===== src/rtl/r3_pkg.sv =====
// ============================================================================
// r3_pkg : shared mod-3 coefficient encoding, lane adder and FSM state codes
// Rev 1.0
// ============================================================================
`default_nettype none

package r3_pkg;

   // Two-bit-plane coefficient codes, packed as {plane1, plane0}
   localparam logic [1:0] R3_ZERO = 2'b00;
   localparam logic [1:0] R3_ONE  = 2'b01;
   localparam logic [1:0] R3_TWO  = 2'b10;

   localparam logic [1:0] IDLE  = 2'd0;
   localparam logic [1:0] ACCUM = 2'd1;
   localparam logic [1:0] DRAIN = 2'd2;

   // Code (1,1) is non-canonical and reads as zero
   function automatic logic [1:0] r3_val(input logic [1:0] c);
      logic [1:0] v;
      case (c)
         R3_ONE:  v = 2'd1;
         R3_TWO:  v = 2'd2;
         default: v = 2'd0;
      endcase
      return v;
   endfunction

   function automatic logic [1:0] r3_add(input logic [1:0] a, input logic [1:0] b);
      logic [2:0] s;
      logic [1:0] r;
      s = {1'b0, r3_val(a)} + {1'b0, r3_val(b)};
      case (s)
         3'd1, 3'd4: r = R3_ONE;
         3'd2:       r = R3_TWO;
         default:    r = R3_ZERO;
      endcase
      return r;
   endfunction

endpackage

`default_nettype wire


===== src/rtl/r3_add_vec.sv =====
// ============================================================================
// r3_add_vec : lane-wise mod-3 adder over two bit planes, canonical result
// Rev 1.0
// ============================================================================
`default_nettype none

module r3_add_vec
   import r3_pkg::*;
#(
   parameter int W = 64
) (
   input  logic [W-1:0] i_a_p0,
   input  logic [W-1:0] i_a_p1,
   input  logic [W-1:0] i_b_p0,
   input  logic [W-1:0] i_b_p1,
   output logic [W-1:0] o_s_p0,
   output logic [W-1:0] o_s_p1
);

   genvar g;
   generate
      for (g = 0; g < W; g++) begin : g_lane
         logic [1:0] w_s;
         assign w_s       = r3_add({i_a_p1[g], i_a_p0[g]}, {i_b_p1[g], i_b_p0[g]});
         assign o_s_p0[g] = w_s[0];
         assign o_s_p1[g] = w_s[1];
      end
   endgenerate

endmodule

`default_nettype wire


===== src/rtl/r3_prod_accum.sv =====
// ============================================================================
// r3_prod_accum : accumulates offset tile products mod 3, then drains words
// Rev 1.0
// ============================================================================
`default_nettype none

module r3_prod_accum
   import r3_pkg::*;
#(
   parameter int NBLK = 4,
   parameter int OFFW = 3
) (
   input  logic            clk,
   input  logic            rst,
   input  logic            start,
   input  logic            in_valid,
   output logic            in_ready,
   input  logic            in_last,
   input  logic [OFFW-1:0] in_off,
   input  logic [63:0]     DI_P0,
   input  logic [63:0]     DI_P1,
   output logic            out_valid,
   input  logic            out_ready,
   output logic [OFFW:0]   out_idx,
   output logic [31:0]     DO_0,
   output logic [31:0]     DO_1,
   output logic            err
);

   localparam int c_NW   = 2 * NBLK;
   localparam int c_IDXW = OFFW + 1;

   logic [1:0]        r_state;
   logic [c_IDXW-1:0] r_idx;
   logic              r_err;
   logic [31:0]       r_acc0 [c_NW];
   logic [31:0]       r_acc1 [c_NW];

   logic [c_IDXW-1:0] w_lo;
   logic [c_IDXW-1:0] w_hi;
   logic              w_illegal;
   logic              w_accept;
   logic              w_wr;
   logic [31:0]       w_lo0, w_lo1, w_hi0, w_hi1;
   logic [31:0]       w_out0, w_out1;
   logic [63:0]       w_sum0, w_sum1;
   logic              w_unused_msb;

   assign w_lo      = {1'b0, in_off};
   assign w_hi      = w_lo + c_IDXW'(1);
   assign w_illegal = (w_lo > c_IDXW'(c_NW - 2));
   assign w_accept  = (r_state == ACCUM) && in_valid;
   assign w_wr      = w_accept && !w_illegal;

   // Bit 63 of each product plane carries no coefficient
   assign w_unused_msb = DI_P0[63] ^ DI_P1[63];

   always_comb begin
      w_lo0  = '0;
      w_lo1  = '0;
      w_hi0  = '0;
      w_hi1  = '0;
      w_out0 = '0;
      w_out1 = '0;
      for (int w = 0; w < c_NW; w++) begin
         if (w_lo == c_IDXW'(w)) begin
            w_lo0 = r_acc0[w];
            w_lo1 = r_acc1[w];
         end
         if (w_hi == c_IDXW'(w)) begin
            w_hi0 = r_acc0[w];
            w_hi1 = r_acc1[w];
         end
         if (r_idx == c_IDXW'(w)) begin
            w_out0 = r_acc0[w];
            w_out1 = r_acc1[w];
         end
      end
   end

   // Lane 63 adds zero, so the top bit of the upper word is written back unchanged
   r3_add_vec #(.W(64)) u_add (
      .i_a_p0 ({w_hi0, w_lo0}),
      .i_a_p1 ({w_hi1, w_lo1}),
      .i_b_p0 ({1'b0, DI_P0[62:0]}),
      .i_b_p1 ({1'b0, DI_P1[62:0]}),
      .o_s_p0 (w_sum0),
      .o_s_p1 (w_sum1)
   );

   always_ff @(posedge clk) begin
      if (rst) begin
         r_state <= IDLE;
         r_idx   <= '0;
         r_err   <= 1'b0;
         for (int w = 0; w < c_NW; w++) begin
            r_acc0[w] <= '0;
            r_acc1[w] <= '0;
         end
      end else begin
         case (r_state)
            IDLE: begin
               if (start) begin
                  r_state <= ACCUM;
                  r_idx   <= '0;
                  r_err   <= 1'b0;
                  for (int w = 0; w < c_NW; w++) begin
                     r_acc0[w] <= '0;
                     r_acc1[w] <= '0;
                  end
               end
            end
            ACCUM: begin
               if (w_accept) begin
                  if (w_illegal) r_err <= 1'b1;
                  for (int w = 0; w < c_NW; w++) begin
                     if (w_wr && (w_lo == c_IDXW'(w))) begin
                        r_acc0[w] <= w_sum0[31:0];
                        r_acc1[w] <= w_sum1[31:0];
                     end else if (w_wr && (w_hi == c_IDXW'(w))) begin
                        r_acc0[w] <= w_sum0[63:32];
                        r_acc1[w] <= w_sum1[63:32];
                     end
                  end
                  if (in_last) begin
                     r_state <= DRAIN;
                     r_idx   <= '0;
                  end
               end
            end
            DRAIN: begin
               if (out_ready) begin
                  if (r_idx == c_IDXW'(c_NW - 1)) begin
                     r_state <= IDLE;
                     r_idx   <= '0;
                  end else begin
                     r_idx <= r_idx + c_IDXW'(1);
                  end
               end
            end
            default: r_state <= IDLE;
         endcase
      end
   end

   assign in_ready  = (r_state == ACCUM);
   assign out_valid = (r_state == DRAIN);
   assign out_idx   = r_idx;
   assign DO_0      = (r_state == DRAIN) ? w_out0 : 32'd0;
   assign DO_1      = (r_state == DRAIN) ? w_out1 : 32'd0;
   assign err       = r_err;

endmodule

`default_nettype wire


===== config.mk =====
export PLATFORM = sky130hd
export DESIGN_NAME = r3_prod_accum
export DESIGN_NICKNAME = d
export VERILOG_FILES = /design/src/rtl/r3_pkg.sv /design/src/rtl/r3_add_vec.sv /design/src/rtl/r3_prod_accum.sv
export SDC_FILE = /design/constraint.sdc
export NUM_CORES = 2
export LEC_CHECK = 0
export CELL_PAD_IN_SITES_DETAIL_PLACEMENT = 0
export CELL_PAD_IN_SITES_GLOBAL_PLACEMENT = 1
export CORE_ASPECT_RATIO = 0.6
export CORE_UTILIZATION = 45
export DETAILED_ROUTE_END_ITERATION = 10
export DONT_BUFFER_PORTS = 1
export PLACE_DENSITY_LB_ADDON = 0.1
export SLEW_MARGIN = 10
export SYNTH_ARGS = -nofsm -noshare
export SYNTH_HDL_FRONTEND = slang
export SYNTH_HIERARCHICAL = 1
export SYNTH_SLANG_ARGS = --single-unit

===== constraint.sdc =====
create_clock -name clk -period 11.71 [get_ports clk]
set_input_delay 1.7565 -clock clk [delete_from_list [all_inputs] [get_ports clk]]
set_output_delay 1.7565 -clock clk [all_outputs]
set_load 0.005 [all_outputs]

==> out/metrics.csv <==
metric;value;unit
CTS H-Tree Depth;2;
half-perimeter wire length after detailed placement;112;mm
Final Max Slew Viols;36;
total number of placement rows;85;
area occupied by multi-input gates;23700;sq um
area taken by flip-flops and latches;15500;sq um
stage delay of the slowest cell on the critical path;0.96;ns
Max Freq;142;MHz
mean instance size in the synthesized netlist;9.89;sq um
total setup violations reported at the end of the flow;0;
ordered cell list for the critical path;ha_4, buf_4, buf_4, a221oi_1, o32a_1, a221oi_1;
Synthesis Warnings;6;
layout cells sized above 1;11.1;%
buffer depth of the longest clock path;3;
Skew-Pair Late Insertion Delay;0.67;ns
Fin Clk Skew;0.0284;ns
count of placed standard cells in the final layout, fillers left out;5040;
Most used DFF post-synth;sky130_fd_sc_hd__edfxtp_1;
area share of the largest cell type after synthesis;36.9;%
Pre-Repair DR Iteration Count;8;
detailed-route DRC error count;0;
share of synthesized area occupied by flip-flops and latches;37.3;%
worst relative slew slack;-1.02;%
class of the most critical setup path;reg2out;
Port Buffer Count;0;
global-route wire length before repair;289;mm
kind of start point of the critical path;flip-flop;
maxcap violations;0;
average wire per standard cell;41.4;um
die extent in x;395;um
hold-fix buffer count after cts;0;
overall track demand over capacity in global routing;42.9;%
initial antenna violation count;3;
Placed Instances;4942;
top cells by instance count after synthesis;sky130_fd_sc_hd__a22o_1, sky130_fd_sc_hd__edfxtp_1, sky130_fd_sc_hd__nor2b_1;
count of nets left with antenna violations after detail routing;0;
pin count of the biggest net entering global routing;277;
Num CTS Buffers;54;
violated checks;max-slew violations;
CP top delay family;buffers and inverters;
LEAKAGE;14.9;nW
Total Negative Setup Slacks;0;ns
Crit. End Element;primary output;
Clock Pin Slew Worst Setup and Hold Paths;0.07;ns
Worst Path Buf+Inv;2;
number of flops mapped to enable cells by yosys;512;
worst ir drop on vdd;0.114;mV
leading post-synthesis cells by cell area;sky130_fd_sc_hd__edfxtp_1, sky130_fd_sc_hd__a22o_1, sky130_fd_sc_hd__nor2b_1, sky130_fd_sc_hd__a221oi_1, sky130_fd_sc_hd__fa_1;
result of the run;finished, violations left;
cell with the most instances after synthesis;sky130_fd_sc_hd__a22o_1;
dominant cell type by area after synthesis;sky130_fd_sc_hd__edfxtp_1;
fill cell instance count of the final layout;8206;
total non-filler cell area in the finished layout;43500;sq um
worst path required time;9.95;ns
Core Footprint;90600;sq um
maximum fanout encountered on the critical timing path;52;
min Tclk post-route;7.04;ns
Boundary Pins;208;
starting density of the core;45.9;%
area enclosed by the die boundary;93700;sq um
class of the tightest hold or removal check;reg2reg;
proportion of synthesized flip-flops having asynchronous set or reset;0;%
vias post-DR;40000;
root buffer selected by CTS;sky130_fd_sc_hd__clkbuf_16;
summed instance area of the synthesized netlist;41600;sq um
clock tree from TritonCTS;built;
Unique masters post-synth;68;
number of global-route vias before repair;37900;
transition time at the pin with the least slew margin;1.52;ns
via density per instance;7.94;
DR iter-0 viols;7760;
floorplan die height;238;um
CP Data Arrival Time;5.29;ns
number of nets in the layout;4051;
power per cell area;127;nW/um^2
Area Overhead vs Synth;4.63;%
drt total wl;209;mm
final standard cell utilization of the core;48.0;%
Mapped Cells;4209;
slowest CP cell;sky130_fd_sc_hd__a221oi_1;
CTS resizes;0;
RSZ-0062 raised after global routing;no;
placer congestion estimate;0.904;
grt ovf;0;
placed standard-cell area;41700;sq um
Period Utilization, post-route;60.1;%
Yosys reg bits;519;
clock tree sinks;519;
post-CTS setup repair buffer count;0;
final number of hold-violating endpoints;0;
[report_power, final]
group	leakage [nW]	total (mW)	internal [mW]	switching, mW
clock	0.914	1.90	1.07	0.826
sequential	5.63	2.29	2.18	0.114
combinational	8.39	1.32	0.411	0.911
total	14.9	5.52	3.66	1.85
[layout by cell type (no fill, tap or decap), types with 123 or more instances in the layout]
| master | n |
|---|---|
| sky130_fd_sc_hd__nor2_1 | 136 |
| sky130_fd_sc_hd__a221oi_1 | 196 |
| sky130_fd_sc_hd__o21ai_0 | 174 |
| sky130_fd_sc_hd__nor3b_1 | 123 |
| sky130_fd_sc_hd__a21oi_1 | 232 |
| sky130_fd_sc_hd__nor2b_1 | 326 |
| sky130_fd_sc_hd__edfxtp_1 | 512 |
| sky130_fd_sc_hd__o22ai_1 | 126 |
| sky130_fd_sc_hd__a22o_1 | 526 |
| sky130_fd_sc_hd__nand2_1 | 212 |
[final cells by class]
type                    instances  area share (%)
diodes                          1         0.00575
clock buffers                  61            3.31
clock inverters                36           0.920
inverters                      69           0.601
multi-input cells            3050            54.5
flip-flops and latches        519            35.6
well taps                    1218            3.50
repair buffers                 86            1.57
[logic make-up (layout without fill, tap and decap cells)]
family | after synthesis | count (layout) | synth area share [%]
AOI/OAI and AO/OA | 1603 | 1603 | 30.2
xor gates and xnor gates | 65 | 65 | 1.37
adders and majority gates | 134 | 134 | 5.18
buffers and inverters | 643 | 252 | 6.65
DFF | 519 | 519 | 37.3
muxes | 74 | 74 | 2.09
other | 1 | 5 | 0.00901
and+or+nand+nor | 1170 | 1170 | 17.2
[worst register-to-register path: cells and delay by family (launching register included)]
family	cells	cell delay, ns
compound gates	1	0.72
buf+inv	1	0.86
flops	1	0.51
simple gates	3	2.00
[per-layer routing]
layer	GRT usage (%)	share of wire [%]	wire length (um)
met2	61.4	41	84900
met1	56.5	37	78200
met5	1.53	0.11	226
met4	22.8	6.1	12700
met3	15.0	16	32700
[path summary, 6_finish.rpt]
path	to	startpoint	slack (ns)	depth (start not counted)
worst max register to register	r_acc0[0][1]	r_state[0]	7.15	5
worst min-delay path	err	err	0.62	1
worst min register to register	err	err	0.62	1
worst max-delay path	DO_0[0]	out_idx[0]	4.67	6
[stage by stage]
stage | setup WS [ns] | power, mW | hold WS (ns)
2_1_floorplan | 3.21 | 3.20 | 0.464
3_3_place_gp | 4.63 | 3.54 | 0.610
3_5_place_dp | 4.57 | 3.57 | 0.608
4_1_cts | 5.04 | 5.42 | 0.623
5_1_grt | 4.83 | 5.63 | 0.633
6_report | 4.67 | 5.52 | 0.624
[sequential cells by signal (all words and copies together) (netlist names)]
name	cells
r_acc0	256
r_acc1	256
out_idx	4
r_state	2
err	1
No activity file was read; power rests on OpenSTA's default activity.
